==> config.mk <==
export PLATFORM = sky130hd
export DESIGN_NAME = regfile_read_port
export DESIGN_NICKNAME = d
export VERILOG_FILES = /design/src/rtl/regfile_pkg.sv /design/src/rtl/regfile_storage.sv /design/src/rtl/regfile_read_port.sv
export SDC_FILE = /design/constraint.sdc
export NUM_CORES = 1
export LEC_CHECK = 0
export BUFFER_PORTS_ARGS = -buffer_cell sky130_fd_sc_hd__buf_2
export CAP_MARGIN = 5
export CORE_UTILIZATION = 55
export DETAILED_ROUTE_END_ITERATION = 6
export PLACE_DENSITY = 0.78
export SLEW_MARGIN = 20
export SYNTH_ARGS = -nofsm -noshare
export SYNTH_HDL_FRONTEND = slang
export SYNTH_HIERARCHICAL = 1
export SYNTH_SLANG_ARGS = --single-unit
export TNS_END_PERCENT = 30
==> constraint.sdc <==
create_clock -name CLK -period 2.25 [get_ports CLK]
set_input_delay 0.1125 -clock CLK [delete_from_list [all_inputs] [get_ports CLK]]
set_output_delay 0.1125 -clock CLK [all_outputs]
set_load 0.01 [all_outputs]
==> src/rtl/regfile_pkg.sv <==
// Shared types and sizing for the dual-operand register file.
// Sizes are fixed here. ADDR_W is derived from DEPTH and is not set on its own.
package regfile_pkg;

    localparam int WIDTH  = 16;
    localparam int DEPTH  = 8;
    localparam int ADDR_W = $clog2(DEPTH);

    typedef logic [WIDTH-1:0]  word_t;
    typedef logic [ADDR_W-1:0] addr_t;

    localparam addr_t ZERO_REG = addr_t'(0);

    // Response buffer occupancy.
    typedef enum logic {
        RSP_EMPTY = 1'b0,
        RSP_FULL  = 1'b1
    } rsp_state_e;

    // A write can land only on a real register. Register 0 always reads as zero.
    function automatic logic write_hits(input logic we, input addr_t wa);
        return we && (wa != ZERO_REG);
    endfunction

endpackage

==> src/rtl/regfile_storage.sv <==
// Register array for regfile_read_port.
// Contents: write decode, the hardwired-zero register 0, and two combinational
// read muxes. Reads return the contents from before the edge (read-first).
module regfile_storage
    import regfile_pkg::*;
(
    input  logic              clk_i,
    input  logic              reset_i,
    input  logic              we_i,
    input  logic [ADDR_W-1:0] wa_i,
    input  logic [WIDTH-1:0]  wd_i,
    input  logic [ADDR_W-1:0] ra1_i,
    input  logic [ADDR_W-1:0] ra2_i,
    output logic [WIDTH-1:0]  rd1_o,
    output logic [WIDTH-1:0]  rd2_o
);

    // Entry 0 has no storage at all, so it can never hold anything but zero.
    word_t            regs_q [1:DEPTH-1];
    logic [DEPTH-1:0] wen;

    // One-hot write enable. Writes to register 0 decode to nothing.
    always_comb begin
        wen = '0;
        if (write_hits(we_i, wa_i)) begin
            wen[wa_i] = 1'b1;
        end
    end

    // Storage update. Reset wins over a write on the same edge.
    always_ff @(posedge clk_i) begin
        if (reset_i) begin
            for (int i = 1; i < DEPTH; i++) begin
                regs_q[i] <= '0;
            end
        end else begin
            for (int i = 1; i < DEPTH; i++) begin
                if (wen[i]) begin
                    regs_q[i] <= wd_i;
                end
            end
        end
    end

    // Read mux for port 1. Address 0 falls through to the zero default.
    always_comb begin
        rd1_o = '0;
        for (int i = 1; i < DEPTH; i++) begin
            if (ra1_i == addr_t'(i)) begin
                rd1_o = regs_q[i];
            end
        end
    end

    // Read mux for port 2. It works the same way as port 1.
    always_comb begin
        rd2_o = '0;
        for (int i = 1; i < DEPTH; i++) begin
            if (ra2_i == addr_t'(i)) begin
                rd2_o = regs_q[i];
            end
        end
    end

endmodule

==> src/rtl/regfile_read_port.sv <==
// Dual-operand register file with a valid/ready read request channel and a
// one-entry, back-pressurable registered response.
// Optional build macro REGFILE_BYPASS_EN: a write and an accept on the same edge
// to the same non-zero address return the new write data (write-first).
// Without the macro the accept returns the old contents (read-first).
//
// state      | meaning
// -----------+---------------------------------------------------------
// RSP_EMPTY  | no response held; rsp_valid=0, request always accepted
// RSP_FULL   | rd1/rd2 hold a snapshot; frozen until rsp_ready
module regfile_read_port
    import regfile_pkg::*;
(
    input  logic              CLK,
    input  logic              reset,
    input  logic              we,
    input  logic [ADDR_W-1:0] wa,
    input  logic [WIDTH-1:0]  wd,
    input  logic              req_valid,
    output logic              req_ready,
    input  logic [ADDR_W-1:0] rs1,
    input  logic [ADDR_W-1:0] rs2,
    output logic              rsp_valid,
    input  logic              rsp_ready,
    output logic [WIDTH-1:0]  rd1,
    output logic [WIDTH-1:0]  rd2
);

    rsp_state_e state_q, state_d;
    word_t      rd1_q, rd1_d;
    word_t      rd2_q, rd2_d;
    word_t      st_rd1, st_rd2;
    word_t      op1, op2;
    logic       accept;

    regfile_storage u_storage (
        .clk_i   (CLK),
        .reset_i (reset),
        .we_i    (we),
        .wa_i    (wa),
        .wd_i    (wd),
        .ra1_i   (rs1),
        .ra2_i   (rs2),
        .rd1_o   (st_rd1),
        .rd2_o   (st_rd2)
    );

`ifdef REGFILE_BYPASS_EN
    // Write-first. A same-edge write forwards straight into the snapshot.
    assign op1 = (write_hits(we, wa) && (wa == rs1)) ? wd : st_rd1;
    assign op2 = (write_hits(we, wa) && (wa == rs2)) ? wd : st_rd2;
`else
    // Read-first. The snapshot takes the contents from before the edge.
    assign op1 = st_rd1;
    assign op2 = st_rd2;
`endif

    // Handshake. req_ready depends only on the state and rsp_ready, never on the request.
    assign rsp_valid = (state_q == RSP_FULL);
    assign req_ready = (state_q == RSP_EMPTY) || rsp_ready;
    assign accept    = req_valid && req_ready;
    assign rd1       = rd1_q;
    assign rd2       = rd2_q;

    // Next-state and snapshot load. The data registers load only on an accept,
    // so they hold their value while stalled and after the buffer drains.
    always_comb begin
        state_d = state_q;
        rd1_d   = rd1_q;
        rd2_d   = rd2_q;
        case (state_q)
            RSP_EMPTY: begin
                if (accept) begin
                    state_d = RSP_FULL;
                end
            end
            RSP_FULL: begin
                if (accept) begin
                    state_d = RSP_FULL;
                end else if (rsp_ready) begin
                    state_d = RSP_EMPTY;
                end
            end
            default: state_d = RSP_EMPTY;
        endcase
        if (accept) begin
            rd1_d = op1;
            rd2_d = op2;
        end
    end

    // Response buffer registers, with synchronous reset.
    always_ff @(posedge CLK) begin
        if (reset) begin
            state_q <= RSP_EMPTY;
            rd1_q   <= '0;
            rd2_q   <= '0;
        end else begin
            state_q <= state_d;
            rd1_q   <= rd1_d;
            rd2_q   <= rd2_d;
        end
    end

endmodule

=== After elaboration in Yosys (flattened, before gate mapping) ===
Memories as Yosys holds them, arrays and structs flattened.
Cells that the tools add are included.
Widths: inputs -> output; s select.

* Memories kept: 1
* Input port bits: 30
* Word-level logic and storage cells: 84
* Register bits after elaboration: 33
* Output and inout bits: 34
* RAM bits: 112

{| class="wikitable"
|+ Memories
! name !! words !! width !! rd ports !! clocked after memory_dff !! wr ports !! RTL line !! RTL
|-
| u_storage.regs_q || 7 || 16 || 7 || 0 || 7 || regfile_storage.sv:19 || <nowiki>word_t regs_q [1:DEPTH-1];</nowiki>
|}

* Magnitude comparators: 2
* Muxes and demuxes: 51
* Reductions and logical operators: 5
* Eq/ne operators: 14
* Bitwise gates (word level): 8

{| class="wikitable"
|+ Operators with widths
! kind !! number
|-
| $mux 16 || 21
|-
| $mux 1 || 27
|-
| $eq 3x3->1 const B || 8
|-
| $eq 3x2->1 const B || 4
|-
| $mux 8 || 1
|-
| $or 1x1->1 || 7
|-
| $eq 3x1->1 const B || 2
|-
| $lt 3x4->1 const B || 1
|-
| $demux 1 s3 || 1
|-
| $ge 3x1->1 const B || 1
|-
| $logic_and 1x1->1 || 3
|-
| $reduce_bool 3->1 || 1
|-
| $pmux 1 s2 || 1
|-
| $logic_or 1x1->1 || 1
|-
| $not 1->1 || 1
|}

=== Logic depth before layout (Yosys ltp) ===
* Depth after elaboration: 9
* Gate-level depth with buffers: 9
* Mapped depth without buffers: 6

=== Hierarchy ===
Netlist, hierarchy kept.

{| class="wikitable"
|+ Modules (own cells, without submodules)
! module !! area each (um^2) !! seq. area each (um^2) !! cells an instance !! instances
|-
| regfile_storage || 6,279.8 || 3,363.2 || 562 || 1
|-
| regfile_read_port || 1,443.9 || 660.6 || 150 || 1
|}

=== Worst setup path after synthesis ===
No wires, ideal clock.

* Path type: input port to flip-flop
* From: input wa[0]
* To: register, netlist name u_storage/regs_q[0][48]
* Arrival time: 1,553 ps
* Required time: 1,839 ps
* Setup time: 411 ps
* Path buffers: 0
* Stages on the path: 2
* Path slack: 286 ps
* Cell sequence: nand2b_1 > o21ai_0

{| class="wikitable"
|+ RTL lines
! element !! RTL line !! RTL
|-
| start: declaration || regfile_read_port.sv:17 || <nowiki>input logic [ADDR_W-1:0] wa,</nowiki>
|}

=== Worst setup path after layout ===
* From: input rs1[1]
* To: register rd1_q[15], in the netlist rd1[15]

* Longest elaborated chain between the ends: 8
* Elaborated cells between the ends (all ways): 14
* Those cells by class: eq/ne (7); mux (7)

{| class="wikitable"
|+ RTL lines
! element !! RTL line !! RTL
|-
| start: declaration || regfile_read_port.sv:21 || <nowiki>input logic [ADDR_W-1:0] rs1,</nowiki>
|-
| $eq 3x1->1 || regfile_storage.sv:49 || <nowiki>if (ra1_i == addr_t'(i)) begin</nowiki>
|-
| $mux 16 (6 in series) || regfile_storage.sv:49 ||
|-
| $mux 16 * || regfile_storage.sv:49 ||
|-
| via op1[15] || regfile_read_port.sv:33 || <nowiki>word_t op1, op2;</nowiki>
|-
| end signal: assignment || regfile_read_port.sv:100 || <nowiki>rd1_q <= rd1_d;</nowiki>
|-
| end: declaration || regfile_read_port.sv:30 || <nowiki>word_t rd1_q, rd1_d;</nowiki>
|}

The timed path passes the listed nets; every way through them passes the cells marked *.
A chain may end at the register's enable or synchronous reset.

==> summary.md <==
| Metric | Value |
|---|---|
| Outcome | finished, final reports clean |
| Final slew viol count | 0 |
| CP max FO | 25 |
| Area after DPL | 8270 sq um |
| Area contributors post-synth | edfxtp_1 (44%), and2_1 (9.1%), dfxtp_1 (8.6%) |
| Mux share of post-synthesis cell area | 4.97% |
| Max Fclk | 592 MHz |
| #FFs+latches synth | 145 |
| Clock-pin slew on the worst setup and hold paths | 0.06 ns |
| Overall Global Routing Usage | 30.8% |
| Pwr dens | 782 nW/um^2 |
| Initial antenna violation count | 1 |
| WS Path Type | in2reg |
| Final period util | 75.1% |
| R2R Setup Slk | 0.64 ns |
| Leakage | 3.52 nW |
| Total grt overflow | 0 |
| Synthesized Nets | 742 |
| 1st-iter DRT viols | 881 |
| Warnings, synthesis | 6 |
| Critical Path Start Type | primary input |
| Wire length per cell | 22.3 um |
| Hold Startpoint | wd[6] |
| Worst R2R Start | u_storage/regs_q[0][19]$_SDFFCE_PN0P_ |
| Synth area leader | edfxtp_1 |
| DR vias | 6141 |
| Hold-critical path depth | 2 |
| FF-to-FF path depth | 6 |
| Max cap viols | 0 |
| Row Count | 42 |
| Worst EP required | 2.60 ns |
| Setup violators final | 0 |
| Mapped Cells | 712 |
| Vias per inst | 6.38 |
| Fin. Hold Viols | 0 |
| Clock tree buffer depth | 2 |
| Number of buffers created by CTS | 17 |
| # resized after CTS | 0 |
| Full die area | 14500 sq um |
| Worst-Skew Late Latency | 0.42 ns |
| Final WL | 21500 um |
| Main combinational cell family by area after synthesis | compound AO/OA/AOI/OAI gates |
| CTS sink cnt | 145 |
| Hold Path Class | in2reg |
| DP Worst Slack | 0.268 ns |
| Slew headroom | 34.8% |
| Yosys cell types | 44 |
| Synthesized area per cell | 10.8 sq um |
| Worst EP arrival | 2.04 ns |
| Worst Tran Pin Value | 0.975 ns |
| TritonCTS clock tree | done |
| Hold buffer count at CTS | 0 |
| Ports | 64 |
| Die width | 121 um |
| Largest net degree at the start of global routing | 67 |
| Overall power | 6.93 mW |
| Sequential area share after synthesis | 52.1% |
| Share of post-route cells with drive strength above 1 | 22.7% |
| Reg-to-Reg End | rd1[3]$_SDFFE_PP0P_ |
| Area Growth Syn to Fin | 14.8% |
| Mapped cell area | 7720 sq um |
| Final TNS setup | 0 ns |
| Number of port buffers | 63 |
| Final Critical Period | 1.69 ns |
| CP Capture Type | flip-flop |
| Vias in the first global route | 5853 |
| Post-synth EDFFs | 112 |
| Fin cells | 962 |
| Remaining DRCs | 0 |
| Xor and xnor area share after synthesis | 0% |
| Synth Area in Adders | 0% |
| GP Congestion | 0.909 |
| Final instance area | 8860 sq um |
| Async set-reset flop share out of synthesis | 0% |
| Final Worst Setup Slack | 0.560 ns |
| Post-route ant nets | 0 |
| Initial core utilization | 57.4% |
| Worst clock skew | 0.00571 ns |
| Cell count after placement | 930 |
| Layout Nets | 803 |
| TritonRoute pass-1 iters | 7 |
| Synth Area in Compound Gates | 21.4% |
| CTS root buf | clkbuf_16 |
| Hold Path Sink | u_storage/regs_q[0][38]$_SDFFCE_PN0P_ |
| RSZ-0062 raised after global routing | no |
| Main flop type after synthesis | edfxtp_1 |
| Die Y | 121 um |
| First-pass GRT wire length | 33000 um |
| Dpl hpwl | 14500 um |
| Simple logic cell fraction of the synthesized area | 16.6% |
| H-tree Lvls | 4 |
| Post-synth top area share | 43.5% |
| Maximum VDD drop | 480 uV |
| Top cells by count, synth | and2_1 (112), edfxtp_1 (112), a21oi_1 (66) |
| Core Box Area | 13500 sq um |
| Postcts setup bufs | 0 |
-- per-stage QoR --
stage	util (%)	hold WS [ns]
final	65.9	0.0366
after global routing	65.9	0.0374
after CTS	65.9	0.0224
after detailed placement	61.4	0.462
after global placement	61.4	0.455
after floorplan	-	0.311
-- cell usage in the layout, fill, tap and decap left out, drive strengths merged, types with 26 or more instances in the layout --
cell type and n:
and2 112, edfxtp 112, buf 103, a21oi 72, o21ai 38, nand3 34, dfxtp 33, nand2 32
a21bo 32, mux2i 26
-- flip-flops by register name, indices dropped and copies added, names as in the netlist --
signal,count
rd1,16
u_storage/regs_q,112
rsp_valid,1
rd2,16
-- layout make-up --
type | count | area, sq um
diodes | 1 | 2.50
flip-flops and latches | 145 | 4020
clock buffers | 24 | 462
fillers | 1021 | 4590
clock inverters | 7 | 135
multi-input cells | 490 | 3320
inverters | 16 | 60.1
repair buffers | 103 | 641
well taps | 176 | 220
-- cells by family after synthesis --
logic type,count (synthesis)
AO/OA/AOI/OAI,232
multiplexers,36
buffers and inverters,77
AND/OR/NAND/NOR,222
flip-flops,145
-- worst max-delay path by stage --
stage                          from                               endpoint  slack (ns)
6_report                     rs1[1]                   rd1[15]$_SDFFE_PP0P_        0.56
5_1_grt                      rs1[1]                    rd1[3]$_SDFFE_PP0P_        0.49
4_1_cts        rsp_valid$_SDFF_PP0_                              req_ready        0.59
3_5_place_dp                 rs1[1]                   rd1[15]$_SDFFE_PP0P_        0.27
3_3_place_gp                 rs1[1]                    rd1[5]$_SDFFE_PP0P_        0.36
2_1_floorplan                 wa[0]  u_storage/regs_q[0][48]$_SDFFCE_PN0P_        0.29
-- metal layers --
| metal | wire length [um] | up-vias | GRT usage [%] |
|---|---|---|---|
| met4 | 596 | 2 | 12.8 |
| met3 | 1780 | 59 | 6.93 |
| met5 | 13 | - | 0 |
| li1 | - | 2769 | - |
| met1 | 8820 | 2950 | 40.2 |
| met2 | 10300 | 361 | 49.5 |
-- where the power goes --
group	total [mW]	switching (mW)	internal (mW)
clock network	2.88	1.01	1.87
registers	3.19	0.117	3.07
logic	0.864	0.518	0.346
total	6.93	1.64	5.29
-- worst max-delay path: stages --
cell	delay, ns
buf_2	0.44
buf_4	0.41
nand2b_1	0.14
o32ai_1	0.28
o22ai_1	0.14
o21ai_0	0.21
nand3_1	0.13
a21oi_1	0.15
Note: power is estimated with default switching activity, not from simulation.
